==> src/rtl/cpu_host_seq_pkg.sv <==
// Shared types and defaults for the host run sequencer.
// Holds the FSM state encoding plus helpers that size the internal counters.
package cpu_host_pkg;

  typedef enum logic [2:0] {
    IDLE  = 3'd0,
    LOAD  = 3'd1,
    REQ   = 3'd2,
    WAIT  = 3'd3,
    DRAIN = 3'd4
  } host_state_t;

  localparam int DEF_LOAD_BASE = 0;
  localparam int DEF_RES_BASE  = 64;
  localparam int DEF_TIMEOUT   = 4096;

  // Byte index only has to reach the longer of the two windows minus one.
  function automatic int idx_width(input int load_len, input int res_len);
    int m;
    m = (load_len > res_len) ? load_len : res_len;
    return (m > 1) ? $clog2(m) : 1;
  endfunction

  // Wait counter must hold TIMEOUT even if the reported cycle count is narrower.
  function automatic int wait_width(input int cw, input int timeout);
    int need;
    need = $clog2(timeout + 1);
    return (need > cw) ? need : cw;
  endfunction

endpackage

==> src/rtl/cpu_host_seq_sat_counter.sv <==
// Up-counter that holds at all-ones; clear has priority over enable.
// at_term flags the current count equal to term, one cycle before the step that would pass it.
module sat_counter #(
  parameter int W = 8
) (
  input  logic         clk,
  input  logic         rst,
  input  logic         clr,
  input  logic         en,
  input  logic [W-1:0] term,
  output logic [W-1:0] count,
  output logic         at_term
);

  logic [W-1:0] count_q;
  logic [W-1:0] count_d;

  always_comb begin
    count_d = count_q;
    if (clr) begin
      count_d = '0;
    end else if (en && (count_q != '1)) begin
      count_d = count_q + W'(1);
    end
  end

  always_ff @(posedge clk or posedge rst) begin
    if (rst) begin
      count_q <= '0;
    end else begin
      count_q <= count_d;
    end
  end

  assign count   = count_q;
  assign at_term = (count_q == term);

endmodule

==> src/rtl/cpu_host_seq.sv <==
// Host initiator: preload data memory, pulse req, wait for done (with timeout), drain a result window.
// Load/drain stall on in_valid / out_ready; CPU_HOST_CHECKSUM_EN adds an 8-bit checksum output.
module cpu_host_seq
  import cpu_host_pkg::*;
#(
  parameter int AW        = 8,
  parameter int LOAD_BASE = DEF_LOAD_BASE,
  parameter int LOAD_LEN  = 64,
  parameter int RES_BASE  = DEF_RES_BASE,
  parameter int RES_LEN   = 32,
  parameter int TIMEOUT   = DEF_TIMEOUT,
  parameter int CW        = 16
) (
  input  logic          clk,
  input  logic          reset,
  input  logic          start,
  input  logic          in_valid,
  input  logic [7:0]    in_data,
  output logic          in_ready,
  output logic          req,
  input  logic          done,
  output logic          mem_wr_en,
  output logic [AW-1:0] mem_addr,
  output logic [7:0]    mem_wr_data,
  input  logic [7:0]    mem_rd_data,
  output logic          mem_own,
  output logic          out_valid,
  output logic [7:0]    out_data,
  input  logic          out_ready,
  output logic          busy,
  output logic          run_ok,
  output logic          timeout_err,
  output logic [CW-1:0] cycles
`ifdef CPU_HOST_CHECKSUM_EN
  ,
  output logic [7:0]    checksum
`endif
);

  localparam int IW = idx_width(LOAD_LEN, RES_LEN);
  localparam int WW = wait_width(CW, TIMEOUT);
  localparam logic [IW-1:0] LOAD_LAST = IW'((LOAD_LEN > 0) ? LOAD_LEN - 1 : 0);
  localparam logic [IW-1:0] RES_LAST  = IW'((RES_LEN > 0) ? RES_LEN - 1 : 0);
  localparam logic [WW-1:0] WAIT_LAST = WW'((TIMEOUT > 0) ? TIMEOUT - 1 : 0);

  host_state_t   state_q, state_d;
  logic          run_ok_q, run_ok_d;
  logic          timeout_err_q, timeout_err_d;
  logic [CW-1:0] cycles_q, cycles_d;

  logic          idx_clr, idx_en, idx_last;
  logic [IW-1:0] idx, idx_term;
  logic          wcnt_clr, wcnt_en, wcnt_last;
  logic [WW-1:0] wcnt, wcnt_inc;
  logic [CW-1:0] cycles_sat;
  logic [AW-1:0] load_addr, res_addr;

`ifdef CPU_HOST_CHECKSUM_EN
  logic [7:0]    sum_q, sum_d;
`endif

  sat_counter #(.W(IW)) u_idx_cnt (
    .clk     (clk),
    .rst     (reset),
    .clr     (idx_clr),
    .en      (idx_en),
    .term    (idx_term),
    .count   (idx),
    .at_term (idx_last)
  );

  sat_counter #(.W(WW)) u_wait_cnt (
    .clk     (clk),
    .rst     (reset),
    .clr     (wcnt_clr),
    .en      (wcnt_en),
    .term    (WAIT_LAST),
    .count   (wcnt),
    .at_term (wcnt_last)
  );

  assign idx_term  = (state_q == DRAIN) ? RES_LAST : LOAD_LAST;
  assign load_addr = AW'(LOAD_BASE) + AW'(idx);
  assign res_addr  = AW'(RES_BASE) + AW'(idx);

  // Count including the current WAIT cycle; wcnt never exceeds TIMEOUT-1 here so no wrap.
  assign wcnt_inc = wcnt + WW'(1);
  always_comb begin
    cycles_sat = wcnt_inc[CW-1:0];
    if ((wcnt_inc >> CW) != '0) begin
      cycles_sat = '1;
    end
  end

  always_comb begin
    state_d       = state_q;
    run_ok_d      = run_ok_q;
    timeout_err_d = timeout_err_q;
    cycles_d      = cycles_q;
    in_ready      = 1'b0;
    req           = 1'b0;
    mem_wr_en     = 1'b0;
    mem_addr      = '0;
    mem_wr_data   = '0;
    mem_own       = 1'b0;
    out_valid     = 1'b0;
    out_data      = '0;
    idx_clr       = 1'b1;
    idx_en        = 1'b0;
    wcnt_clr      = 1'b0;
    wcnt_en       = 1'b0;
`ifdef CPU_HOST_CHECKSUM_EN
    sum_d         = sum_q;
`endif

    case (state_q)
      IDLE: begin
        if (start) begin
          run_ok_d      = 1'b0;
          timeout_err_d = 1'b0;
          cycles_d      = '0;
`ifdef CPU_HOST_CHECKSUM_EN
          sum_d         = '0;
`endif
          state_d       = (LOAD_LEN > 0) ? LOAD : REQ;
        end
      end

      LOAD: begin
        mem_own     = 1'b1;
        in_ready    = 1'b1;
        idx_clr     = 1'b0;
        mem_addr    = load_addr;
        mem_wr_en   = in_valid;
        mem_wr_data = in_data;
        if (in_valid) begin
          idx_en = 1'b1;
`ifdef CPU_HOST_CHECKSUM_EN
          sum_d  = sum_q + in_data;
`endif
          if (idx_last) begin
            state_d = REQ;
          end
        end
      end

      REQ: begin
        req      = 1'b1;
        wcnt_clr = 1'b1;
        state_d  = WAIT;
      end

      // done is not looked at in REQ, so a level left over from the last run cannot short-circuit this one.
      WAIT: begin
        wcnt_en = 1'b1;
        if (done) begin
          run_ok_d = 1'b1;
          cycles_d = cycles_sat;
          state_d  = (RES_LEN > 0) ? DRAIN : IDLE;
        end else if (wcnt_last) begin
          timeout_err_d = 1'b1;
          state_d       = IDLE;
        end
      end

      DRAIN: begin
        mem_own   = 1'b1;
        idx_clr   = 1'b0;
        mem_addr  = res_addr;
        out_valid = 1'b1;
        out_data  = mem_rd_data;
        if (out_ready) begin
          idx_en = 1'b1;
`ifdef CPU_HOST_CHECKSUM_EN
          sum_d  = sum_q + mem_rd_data;
`endif
          if (idx_last) begin
            state_d = IDLE;
          end
        end
      end

      default: state_d = IDLE;
    endcase
  end

  always_ff @(posedge clk or posedge reset) begin
    if (reset) begin
      state_q       <= IDLE;
      run_ok_q      <= 1'b0;
      timeout_err_q <= 1'b0;
      cycles_q      <= '0;
    end else begin
      state_q       <= state_d;
      run_ok_q      <= run_ok_d;
      timeout_err_q <= timeout_err_d;
      cycles_q      <= cycles_d;
    end
  end

`ifdef CPU_HOST_CHECKSUM_EN
  always_ff @(posedge clk or posedge reset) begin
    if (reset) begin
      sum_q <= '0;
    end else begin
      sum_q <= sum_d;
    end
  end

  assign checksum = sum_q;
`endif

  assign busy        = (state_q != IDLE);
  assign run_ok      = run_ok_q;
  assign timeout_err = timeout_err_q;
  assign cycles      = cycles_q;

endmodule

==> config.mk <==
export PLATFORM = sky130hd
export DESIGN_NAME = cpu_host_seq
export DESIGN_NICKNAME = d
export VERILOG_FILES = /design/src/rtl/cpu_host_seq_pkg.sv /design/src/rtl/cpu_host_seq_sat_counter.sv /design/src/rtl/cpu_host_seq.sv
export SDC_FILE = /design/constraint.sdc
export NUM_CORES = 1
export LEC_CHECK = 0
export ABC_AREA = 1
export BUFFER_PORTS_ARGS = -buffer_cell sky130_fd_sc_hd__buf_2
export CAP_MARGIN = 20
export CORE_MARGIN = 2
export CORE_UTILIZATION = 52
export CTS_CLUSTER_DIAMETER = 60
export DETAILED_ROUTE_END_ITERATION = 10
export GPL_ROUTABILITY_DRIVEN = 1
export GPL_TIMING_DRIVEN = 0
export PLACE_DENSITY = 0.85
export REMOVE_ABC_BUFFERS = 1
export SYNTH_ARGS = -nofsm -noshare
export SYNTH_HDL_FRONTEND = slang
export SYNTH_SLANG_ARGS = --single-unit
==> constraint.sdc <==
create_clock -name clk -period 2 [get_ports clk]
set_input_delay 0.4 -clock clk [delete_from_list [all_inputs] [get_ports clk]]
set_output_delay 0.4 -clock clk [all_outputs]
set_load 0.05 [all_outputs]
== Word level (Yosys, flattened, before mapping) ==
Index checks and enable logic that the tools add are counted.

* Register bits: 43
* Latch bits: 0
* RAM bits: 0
* ROM bits: 0
* Input bits: 22
* Output and inout port bits: 48
* Logic and storage cells: 71
* Memories: 0

* Add/subtract/negate cells: 3
* Multiply operators: 0
* Divide/modulo/power cells: 0
* Magnitude comparators: 0
* Equality and inequality tests: 18
* Shift operators: 0
* Muxes and demuxes: 34
* Bitwise operators: 0
* Reduce and logical (&&, ||, !) cells: 10

{| class="wikitable"
|+ Operators by type and width
! cell !! number
|-
| 2-to-1 mux 16 bit || 4
|-
| case mux 16 bit (2 select lines) || 1
|-
| 2-to-1 mux 3 bit || 7
|-
| 2-to-1 mux 6 bit || 3
|-
| adder 16 x 1 -> 16 bit (second input constant) || 1
|-
| equality test 16 x 12 -> 1 bit (second input constant) || 1
|-
| 2-to-1 mux 8 bit || 2
|-
| inequality test 16 bit (second input constant) || 1
|-
| case mux 8 bit (2 select lines) || 1
|-
| case mux 3 bit (5 select lines) || 1
|-
| inequality test 2 bit (second input constant) || 7
|-
| 2-to-1 mux 1 bit || 12
|-
| adder 7 x 6 -> 8 bit (first input constant) || 1
|-
| adder 6 x 1 -> 6 bit (second input constant) || 1
|-
| equality test 3 x 2 -> 1 bit (second input constant) || 2
|-
| equality test 6 bit || 1
|-
| inequality test 6 bit (second input constant) || 1
|-
| case mux 1 bit (2 select lines) || 3
|-
| AND reduction 6 bit || 1
|-
| inequality test 2 x 1 -> 1 bit (second input constant) || 2
|-
| AND reduction 4 bit || 1
|-
| nonzero test 2 bit || 2
|-
| equality test 3 x 1 -> 1 bit (second input constant) || 1
|-
| equality test 3 bit (second input constant) || 1
|-
| other kinds (6) || 7
|}

== Logic depth before layout (Yosys ltp) ==
Gate-level depths: netlist (run 1).

* Depth after elaboration: 6
* Depth in mapped cells: 14
* Gate-level depth less buffers: 13

== Modules after synthesis ==
Synthesis (run 1) repeated with hierarchy kept, for this count alone.

* Cells, all modules: 484
* Area total of the unflattened synthesis: 3213.1 um^2

{| class="wikitable"
|+ Modules (own cells, without submodules)
! module !! times used !! cells an instance !! area an instance (um^2) !! sequential area each (um^2)
|-
| cpu_host_seq || 1 || 239 || 1516.5 || 525.5
|-
| sat_counter at u_wait_cnt || 1 || 182 || 1231.2 || 400.4
|-
| sat_counter at u_idx_cnt || 1 || 63 || 465.4 || 150.1
|}

== Worst setup path after synthesis (run 1) ==
OpenSTA, ideal clock, no wires.

* Path kind: reg-to-output
* Start: register state_q[2]
* End: output mem_addr[5]
* Data arrival time: 1959 ps
* Required time: 1600 ps
* Path slack: -359 ps
* Stages on the path, launching flop included: 5
* Path buffers: 1
* Cells stage by stage: dfrtp_1 > nor2_1 > nand2_1 > clkbuf_1 > o21ai_0

* Word-level cells in the longest chain between the ends: 2
* Elaborated cells between the ends (all ways): 3
* Those cells by class: 2 x eq/ne; 1 x mux

{| class="wikitable"
|+ Ends and longest elaborated chain
! element !! RTL line !! source
|-
| start: declaration || cpu_host_seq.sv:46 || <nowiki>host_state_t state_q, state_d;</nowiki>
|-
| start signal: assignment || cpu_host_seq.sv:194 || <nowiki>state_q <= state_d;</nowiki>
|-
| equality test 3 bit / equality test 3 x 1 -> 1 bit (equally long branches) || cpu_host_seq.sv:116 || <nowiki>case (state_q)</nowiki>
|-
| case mux 8 bit (2 select lines) (*) || cpu_host_seq.sv:116 ||
|-
| end: declaration || cpu_host_seq.sv:23 || <nowiki>output logic [AW-1:0] mem_addr,</nowiki>
|}

Mark *: on every way between the ends. The rest lies on a longest branch, timed or not.

== Worst setup path after layout (run 1) ==
* Start: register state_q[1]
* End: output mem_addr[5]

Same word-level chain as after synthesis.

==> results of run 1 <==
==> critical path: stages, from the launching register on <==
cell and delay [ns]:
dfrtp_2 0.45, nor2_4 0.16, nand2_4 0.12, inv_2 0.10
ha_1 0.15, nand2_1 0.06, o21ai_2 0.07, buf_6 0.18
==> layout make-up <==
class | count | share of cell area
tap | 54 | 0.0215
multi-input combinational | 253 | 0.390
timing repair buffer | 75 | 0.140
clock inverter | 2 | 0.0124
sequential | 43 | 0.344
clock buffer | 6 | 0.0263
inverter | 55 | 0.0658
==> Yosys cell counts, drive strengths merged <==
cell / count / area [µm²]
buf: 5 / 52.6
a21oi: 1 / 5.00
nand4: 2 / 12.5
conb: 1 / 3.75
dfrtp: 43 / 1080
clkbuf: 1 / 3.75
nand3: 24 / 125
ha: 3 / 37.5
inv: 55 / 206
and2: 1 / 6.26
nand2: 133 / 512
o21bai: 2 / 26.3
nand3b: 1 / 7.51
xor2: 5 / 43.8
nor2: 52 / 218
nor3: 1 / 5.00
xnor2: 4 / 35.0
o21ai: 20 / 100
nor3b: 3 / 22.5
==> through the flow <==
step / std cells / setup slack [ns] / util
6_report: 488 / 0.0288 / 0.669
5_1_grt: 488 / -0.0333 / 0.669
4_1_cts: 484 / 0.00100 / 0.654
3_5_place_dp: 473 / -0.317 / 0.607
3_3_place_gp: 473 / -0.258 / 0.607
2_1_floorplan: 351 / -0.677 / -
==> power by group through the flow <==
stage          registers, mW  clock network (mW)  logic [mW]
2_1_floorplan           1.11                   0       0.997
3_3_place_gp            1.04                   0        1.36
3_5_place_dp            1.04                   0        1.39
4_1_cts                 1.03               0.731        1.54
5_1_grt                 1.04               0.757        1.74
6_report                1.03               0.710        1.60
==> metal layers <==
layer,wire (µm),vias to the layer above
met5,0,-
met3,300,5
met2,2850,75
met1,2360,1072
met4,57,0
li1,-,1231
==> placed cells by master (no fill, tap or decap), types with 2 or more instances in the layout <==
cell type and instances:
xnor2_1 4, nand4_1 2, nor3b_1 3, dfrtp_2 3, nand2_2 5, nor2_1 41
nand2_1 125, nand2_4 2, o21ai_0 18, xor2_1 5, buf_4 11, inv_2 5
buf_2 59, ha_1 3, nor2_2 6, nor2_4 5, inv_1 50, dfrtp_1 40
nand3_1 23, clkbuf_8 6, buf_6 4
==> flip-flops by register name, summed over array words and instances (netlist names) <==
register	flops
cycles	16
run_ok	1
state_q	3
u_wait_cnt.count	16
timeout_err	1
u_idx_cnt.count	6
==> worst max-delay path by stage <==
stage	start	endpoint	depth (start not counted)	slack (ns)
2_1_floorplan	state_q[0]	mem_addr[0]	5	-0.68
3_3_place_gp	state_q[0]	mem_addr[1]	6	-0.26
3_5_place_dp	state_q[0]	mem_addr[0]	6	-0.32
4_1_cts	state_q[2]	mem_wr_data[5]	5	0.001
5_1_grt	state_q[1]	mem_addr[5]	7	-0.03
6_report	state_q[1]	mem_addr[5]	7	0.03
==> repair_timing <==
action / in CTS / in global routing
pin swaps: 1 / 2
endpoints found under the setup margin: 25 / 18
resized for setup: 24 / 12
buffers inserted: 3 / 4
==> cell families (layout without fill, tap and decap cells) <==
kind of cell    count (synthesis)  count (layout)  synth area share
other cells                     1               1           0.00150
buf+inv                        61             138             0.105
xor+xnor                        9               9            0.0315
simple gates                  217             217             0.364
flops                          43              43             0.431
fa+ha+maj                       3               3            0.0150
compound gates                 23              23            0.0526
==> metrics, run 1 <==
Post-Synthesis Cells 357; DRT Wirelength 5.57 mm; Rel. slew slack 0.412; Initial Util 0.533; Tightest Pin Transition 0.880 ns; dpl hpwl 3.97 mm; clock tree sinks 43; R2R Path End u_wait_cnt.count[3]; Achievable Freq 507 MHz; CP Data Required Time 1.60 ns; register area 0.00108 mm²; H-tree levels 2; CP endpoint kind output pin; fin. max-slew vios 0; fin area 0.00314 mm²; Hold Crit Class in2async; area of the multi-input gates 0.00122 mm²; maximum VDD drop 0.000695 V; largest net degree at the start of global routing 44; Distinct cells, synth 27; Ys Warns 0; final setup TNS 0 ns; Vert. Die Dim 73.3 µm; crit path DAT 1.57 ns; IO buf count 68; Final #Nets 458; Clk network pwr share 0.212; Global Route Usage Sum 0.213; GRT busiest layer met2; Hold WS 0.282 ns; sequential share of power 0.309; met1 Use GR 0.241; filler cell count 404; share of cells above drive strength 1 0.260; P_leak 1.81 nW; via count of the first global-routing pass 2,142; routability cong. 0.920; Core ar. 0.00469 mm²; remaining antenna violation count 0; row count 25; M3 GR Usage 0.0343; via count 2,383; total internal power 1.77 mW; TritonCTS clock tree built; flop2flop setup slack 0.23 ns; RSZ-0062 raised after global routing yes; Cell Area, Placed 0.00285 mm²; cts bufs inserted 5; # DRC 0; CTS root buf clkbuf_8; DR WL/cell 11.4 µm; pwr/cell area 1070 mW/mm²; Iteration-0 DRC Markers 78; Die Span X 73.3 µm; Setup crit start kind register; aggregate global routing overflow 0; post-DR vias/cell 4.88; CTS Hold Bufs 0; global-route wire length before repair 9.01 mm; Seq/Total Area, Yosys 0.431; status finished clean; ratio of final minimum period to clock period 0.986; initial antenna violation count 0; Clock Latency Late Sink 0.30 ns; die area 0.00538 mm²; met2 Use GR 0.407; #FFs+latches synth 43; FF-to-FF Start u_wait_cnt.count[0]; switching portion of total power 0.471; # diodes 0; # IOs 70; Clock Pin Slew Worst Setup and Hold Paths 0.08 ns; Area Overhead vs Synth 25.6%; Crit Path Max Fanout 9; maximum capacitance violations 0; Net Sw Power 1.58 mW; final hold violation count 0; Clock Path Buffers 2; worst reg2reg path depth 9; Post-Syn Area 0.00250 mm²; drt first pass iters 4; Avg Synthesized Cell Area 7.00 µm²; Overall Power 3.35 mW; Clock Skew 0.00866 ns; Setup Crit Path Kind reg2out; Logic pwr share 0.479; number of setup violations in the final report 0; fin crit period 1.97 ns
Power figures use the tool's default switching activity.
==> inputs of run 2 (changes only) <==
--- a/config.mk
+++ b/config.mk
@@ -9,12 +9,12 @@
 export BUFFER_PORTS_ARGS = -buffer_cell sky130_fd_sc_hd__buf_2
 export CAP_MARGIN = 20
 export CORE_MARGIN = 2
-export CORE_UTILIZATION = 52
+export CORE_UTILIZATION = 47
 export CTS_CLUSTER_DIAMETER = 60
 export DETAILED_ROUTE_END_ITERATION = 10
 export GPL_ROUTABILITY_DRIVEN = 1
 export GPL_TIMING_DRIVEN = 0
-export PLACE_DENSITY = 0.85
+export PLACE_DENSITY = 0.81
 export REMOVE_ABC_BUFFERS = 1
 export SYNTH_ARGS = -nofsm -noshare
 export SYNTH_HDL_FRONTEND = slang
==> constraint.sdc (replaced) <==
create_clock -name clk -period 1.75 [get_ports clk]
set_input_delay 0.35 -clock clk [delete_from_list [all_inputs] [get_ports clk]]
set_output_delay 0.35 -clock clk [all_outputs]
set_load 0.05 [all_outputs]
==> run 2 against run 1 <==
The flow now finishes with violations (setup timing). Sequential cell count stayed put. Combinational power rose by 51%. Critical path depth unchanged. Largest power group unchanged. Core utilization up 2.9 points. Sequential share of layout area shrank 4.1 points. Hold slack lost 0.051 ns. Global-route usage grew 0.47 points. Largest cell class unchanged. Sequential power increased by 15%. Critical path type unchanged. Non-clock buffer count is 8 higher. Clock skew shrank 0.0051 ns.
==> metrics, run 2 (same netlist as run 1, synthesis figures left out) <==
via count of the first global-routing pass 2,353 (was 2,142); crit path DAT 1.54 ns (was 1.57 ns); Placed Cells 489 (was 473); met1 Use GR 0.254 (was 0.241); maximum VDD drop 0.000770 V (was 0.000695 V); final setup TNS -1.90 ns (was 0 ns); commonest non-fill, non-tap cell in the layout nand2_1 (unchanged); row count 26 (was 25); Setup crit start kind register (unchanged); Hold Crit Class in2async (unchanged); Die Span X 76.9 µm (was 73.3 µm); TritonCTS clock tree built (unchanged); routability cong. 0.883 (was 0.920); Area Overhead vs Synth 42.7% (was 25.6%); global-route wire length before repair 10.6 mm (was 9.01 mm); via count 2,525 (was 2,383); die area 0.00592 mm² (was 0.00538 mm²); # IOs 70 (unchanged); pwr/cell area 1270 mW/mm² (was 1070 mW/mm²); IO buf count 68 (unchanged); Setup Crit Path Kind reg2out (unchanged); DRT Wirelength 6.82 mm (was 5.57 mm); RSZ-0062 raised after global routing yes (unchanged); critical path's top delay family flip-flops (unchanged); P_leak 1.89 nW (was 1.81 nW); Crit Path Max Fanout 4 (was 9); DR WL/cell 13.3 µm (was 11.4 µm); Core ar. 0.00511 mm² (was 0.00469 mm²); filler cell count 402 (was 404); fin. max-slew vios 0 (unchanged); CTS Hold Bufs 0 (unchanged); Clock Pin Slew Worst Setup and Hold Paths 0.09 ns (was 0.08 ns); Crit-path slowest cell dfrtp_2 (unchanged); # diodes 0 (unchanged); maximum capacitance violations 0 (unchanged); CP Data Required Time 1.40 ns (was 1.60 ns); Overall Power 4.53 mW (was 3.35 mW); Tightest Pin Transition 0.853 ns (was 0.880 ns); share of cells above drive strength 1 0.338 (was 0.260); final hold violation count 0 (unchanged); ratio of final minimum period to clock period 1.08; failing checks setup timing; Clock Path Buffers 2 (unchanged); Buf/Inv on CP 2 (unchanged); area of the multi-input gates 0.00140 mm² (was 0.00122 mm²); Achievable Freq 530 MHz; M3 GR Usage 0.0482 (was 0.0343); dpl hpwl 4.00 mm (was 3.97 mm); Clock Skew 0.00354 ns (was 0.00866 ns); CTS root buf clkbuf_8 (unchanged); Iteration-0 DRC Markers 95 (was 78); Rel. slew slack 0.430 (was 0.412); Final Util 0.698 (was 0.669); H-tree levels 2 (unchanged); worst reg2reg path depth 13 (was 9); status finished, violations left (was finished clean); number of setup violations in the final report 26 (was 0); drt first pass iters 4 (unchanged); fin crit period 1.89 ns; aggregate global routing overflow 0 (unchanged); pre-CTS setup slack -0.499 ns (was -0.317 ns); final worst slack -0.137 ns (was 0.0288 ns); Vert. Die Dim 76.9 µm (was 73.3 µm); Post-Layout Cell Count 514 (was 488); flop2flop setup slack 0.09 ns (was 0.23 ns); GRT busiest layer met2 (unchanged); Initial Util 0.489 (was 0.533); R2R Path End state_q[0] (was u_wait_cnt.count[3]); # DRC 0 (unchanged); Final #Nets 468 (was 458); cts bufs inserted 5 (unchanged); largest net degree at the start of global routing 44 (unchanged); post-DR vias/cell 4.91 (was 4.88); Global Route Usage Sum 0.218 (was 0.213); worst-path cell chain nor2_4 > nand2_8 > inv_4 > ha_4 > nand2_2 > o21ai_2 > buf_6 (was nor2_4 > nand2_4 > inv_2 > ha_1 > nand2_1 > o21ai_2 > buf_6); Clock Latency Late Sink 0.29 ns (was 0.30 ns); most frequent cells in the layout nand2_1, inv_1, buf_2 (was nand2_1, buf_2, inv_1); met2 Use GR 0.402 (was 0.407); slowest stage delay, CP 0.46 ns (was 0.45 ns); clock tree sinks 43 (unchanged); remaining antenna violation count 0 (unchanged); FF-to-FF Start state_q[2] (was u_wait_cnt.count[0]); initial antenna violation count 0 (unchanged); CP endpoint kind output pin (unchanged); register area 0.00108 mm² (about the same)
[run 2: power by group]
part           internal (mW)  leakage, nW  switching (mW)
Combinational          0.786         1.23            1.63
Clock                  0.579       0.0703           0.358
Sequential              1.09        0.589          0.0899
[run 2: area by class of cell]
cell class / instances / area share
multi-input combinational: 255 / 0.393
sequential: 43 / 0.303
timing repair buffer: 83 / 0.180
inverter: 55 / 0.0593
tap: 70 / 0.0246
clock inverter: 3 / 0.0200
clock buffer: 5 / 0.0193
[run 2: worst register-to-register path, cell delays in order, from the launching register on]
cell and delay, ns:
dfrtp_2 0.45, buf_6 0.14, nand2_8 0.10, inv_4 0.05, ha_4 0.26, nand2_2 0.04, inv_1 0.05, nand2_1 0.05
nand2_1 0.06, inv_1 0.04, nor2_2 0.12, buf_4 0.13, nand3_1 0.06, nand2_1 0.06
[run 2: how the worst max path moves through the flow]
stage | from | endpoint | slack, ns | depth (start not counted)
after floorplan | state_q[0] | mem_addr[0] | -0.88 | 5
after global routing | state_q[1] | mem_addr[5] | -0.18 | 7
final | state_q[1] | mem_addr[5] | -0.14 | 7
after CTS | state_q[1] | mem_addr[5] | -0.07 | 7
after detailed placement | state_q[0] | mem_addr[0] | -0.50 | 6
after global placement | state_q[0] | mem_addr[0] | -0.45 | 6
[run 2: metal layers]
metal / wire length (µm) / share of wire
met4: 148 / 0.022
met5: 0 / 0
met1: 2760 / 0.40
met3: 433 / 0.063
met2: 3480 / 0.51
[run 2: per-stage QoR]
stage / area (µm²) / hold slack, ns
floorplan: 2440 / 0.476
global placement: 2870 / 0.452
detailed placement: 2870 / 0.460
CTS: 3410 / 0.264
global route: 3560 / 0.323
finish: 3560 / 0.232
[run 2: what timing repair did]
item,in CTS,in global routing
cloned,0,2
pin swaps,6,6
buffers inserted,11,4
gates resized for setup,96,32
setup endpoints to repair,39,59
==> inputs of run 3 (changes only) <==
--- a/config.mk
+++ b/config.mk
@@ -10,6 +10,7 @@
 export CAP_MARGIN = 20
 export CORE_MARGIN = 2
 export CORE_UTILIZATION = 47
+export CTS_BUF_LIST = sky130_fd_sc_hd__clkbuf_16
 export CTS_CLUSTER_DIAMETER = 60
 export DETAILED_ROUTE_END_ITERATION = 10
 export GPL_ROUTABILITY_DRIVEN = 1
==> run 3 against run 2 <==
The flow still finishes with violations (setup timing). First-iteration DRC count grew 9.5%. Clock-buffer cell count is the same. Register-to-register slack lost 0.04 ns. Sequential share of layout area shrank 0.14 points. Final area grew 0.46%. Via count shrank 1.1%. Cell count is the same. Combinational power shrank 2%. Critical path depth is the same. Routed wire length shrank 5.7%. Clock skew shrank 0.0012 ns. Critical endpoint unchanged.
==> metrics, run 3 (same netlist as run 1, synthesis figures left out) <==
Tightest Pin Transition 0.859 ns (was 0.853 ns); Die Span X 76.9 µm (unchanged); row count 26 (unchanged); FF-to-FF Start state_q[2] (unchanged); maximum capacitance violations 0 (unchanged); DR WL/cell 12.5 µm (was 13.3 µm); Clock Pin Slew Worst Setup and Hold Paths 0.06 ns (was 0.09 ns); Rel. slew slack 0.427 (was 0.430); Hold WS 0.247 ns (was 0.232 ns); Net Sw Power 2.06 mW (was 2.08 mW); final worst slack -0.0930 ns (was -0.137 ns); Setup Crit Path Kind reg2out (unchanged); clock tree sinks 43 (unchanged); critical path's top delay family flip-flops (unchanged); Achievable Freq 543 MHz (was 530 MHz); worst reg2reg path depth 13 (unchanged); Crit path depth 7 (unchanged); Clock Skew 0.00229 ns (was 0.00354 ns); Buf/Inv on CP 2 (unchanged); worst-path cell chain nor2_4 > nand2_4 > inv_4 > ha_4 > nand2_2 > o21ai_2 > buf_6 (was nor2_4 > nand2_8 > inv_4 > ha_4 > nand2_2 > o21ai_2 > buf_6); post-DR vias/cell 4.86 (was 4.91); Logic pwr share 0.497 (was 0.533); Area Overhead vs Synth 43.3% (was 42.7%); Overall Power 4.78 mW (was 4.53 mW); slowest stage delay, CP 0.45 ns (was 0.46 ns); maximum VDD drop 0.000951 V (was 0.000770 V); cts bufs inserted 5 (unchanged); R2R Path End state_q[1] (was state_q[0]); Vert. Die Dim 76.9 µm (unchanged); aggregate global routing overflow 0 (unchanged); Initial Util 0.489 (unchanged); Clock Path Buffers 2 (unchanged); Setup crit start kind register (unchanged); Iteration-0 DRC Markers 104 (was 95); ratio of final minimum period to clock period 1.05 (was 1.08); pwr/cell area 1330 mW/mm² (was 1270 mW/mm²); # DRC 0 (unchanged); largest net degree at the start of global routing 44 (unchanged); switching portion of total power 0.430 (was 0.459); sequential share of power 0.247 (was 0.260); IO buf count 68 (unchanged); flop2flop setup slack 0.05 ns (was 0.09 ns); remaining antenna violation count 0 (unchanged); final hold violation count 0 (unchanged); total internal power 2.72 mW (was 2.45 mW); Crit Path Max Fanout 4 (unchanged); Crit-path slowest cell dfrtp_2 (unchanged); status finished, violations left (unchanged); commonest non-fill, non-tap cell in the layout nand2_1 (unchanged); die area 0.00592 mm² (unchanged); fin crit period 1.84 ns (was 1.89 ns); global-route wire length before repair 10.4 mm (was 10.6 mm); Global Route Usage Sum 0.213 (was 0.218); failing checks setup timing (unchanged); Final #Nets 468 (unchanged); GRT busiest layer met2 (unchanged); DRT Wirelength 6.43 mm (was 6.82 mm); dpl hpwl 4.00 mm (unchanged); met2 Use GR 0.388 (was 0.402); initial antenna violation count 0 (unchanged); M3 GR Usage 0.0435 (was 0.0482); routability cong. 0.883 (unchanged); most frequent cells in the layout nand2_1, inv_1, buf_2 (unchanged); share of cells above drive strength 1 0.336 (was 0.338); drt first pass iters 4 (unchanged); CP endpoint kind output pin (unchanged); P_leak 1.92 nW (was 1.89 nW); met1 Use GR 0.252 (was 0.254); fin. max-slew vios 0 (unchanged); Hold Crit Class in2async (unchanged); CTS root buf clkbuf_16 (was clkbuf_8); # IOs 70 (unchanged); crit path DAT 1.49 ns (was 1.54 ns); number of setup violations in the final report 24 (was 26); RSZ-0062 raised after global routing yes (unchanged); # diodes 0 (unchanged); via count of the first global-routing pass 2,341 (was 2,353); CP Data Required Time 1.40 ns (about the same); via count 2,497 (was 2,525); H-tree levels 2 (unchanged); Core ar. 0.00511 mm² (unchanged); Clk network pwr share 0.256 (was 0.207); TritonCTS clock tree built (unchanged); Clock Latency Late Sink 0.28 ns (was 0.29 ns)
run 3: changes by cell type in the layout (fill, tap and decap cells not counted), sizes merged:
cell	delta
buf	+1
clkbuf	+1
nand2	-1
o21bai	-1
run 3: worst reg2reg max path, delay by kind of cell (launching register included):
family | cells | cell delay, ns
buf+inv | 5 | 0.42
flops | 1 | 0.44
simple gates | 7 | 0.52
fa+ha+maj | 1 | 0.25
run 3: worst max path at each step:
stage	endpoint	start
after detailed placement	mem_addr[0]	state_q[0]
after global placement	mem_addr[0]	state_q[0]
after global routing	mem_wr_en	state_q[2]
after CTS	mem_addr[5]	state_q[1]
after floorplan	mem_addr[0]	state_q[0]
final	mem_addr[5]	state_q[1]
run 3: final cells by class:
class,count,area (µm²)
repair buffers,85,667
inverters,55,211
clock inverters,3,71.3
flip-flops and latches,43,1080
well taps,70,87.6
multi-input cells,253,1340
clock buffers,5,125
fillers,379,1530
run 3: metal layers:
layer,vias to the layer above,part of all wire
met5,-,0
met4,0,0.021
met3,14,0.060
met2,85,0.50
met1,1148,0.42
li1,1250,-
run 3: power groups by stage:
stage	registers (mW)	logic (mW)	clock network [mW]
2_1_floorplan	1.27	1.14	0
3_3_place_gp	1.18	1.56	0
3_5_place_dp	1.19	1.59	0
4_1_cts	1.18	2.05	1.24
5_1_grt	1.19	2.54	1.28
6_report	1.18	2.38	1.23
run 3: repair_timing:
| action | in CTS | in global routing |
|---|---|---|
| hold endpoints to repair | 0 | 0 |
| pin swaps | 7 | 8 |
| setup buffers | 10 | 7 |
| hold buffers | 0 | 0 |
| gates resized for setup | 85 | 36 |
| setup endpoints to repair | 39 | 60 |
run 3: per-stage QoR:
stage	setup TNS [ns]	instance area, µm²	setup slack, ns	std cells	utilization
2_1_floorplan	-9.09	2440	-0.877	351	-
3_3_place_gp	-9.29	2870	-0.454	489	0.562
3_5_place_dp	-4.01	2870	-0.499	489	0.562
4_1_cts	-0.157	3410	-0.0480	507	0.667
5_1_grt	-2.06	3580	-0.122	514	0.701
6_report	-1.02	3580	-0.0930	514	0.701
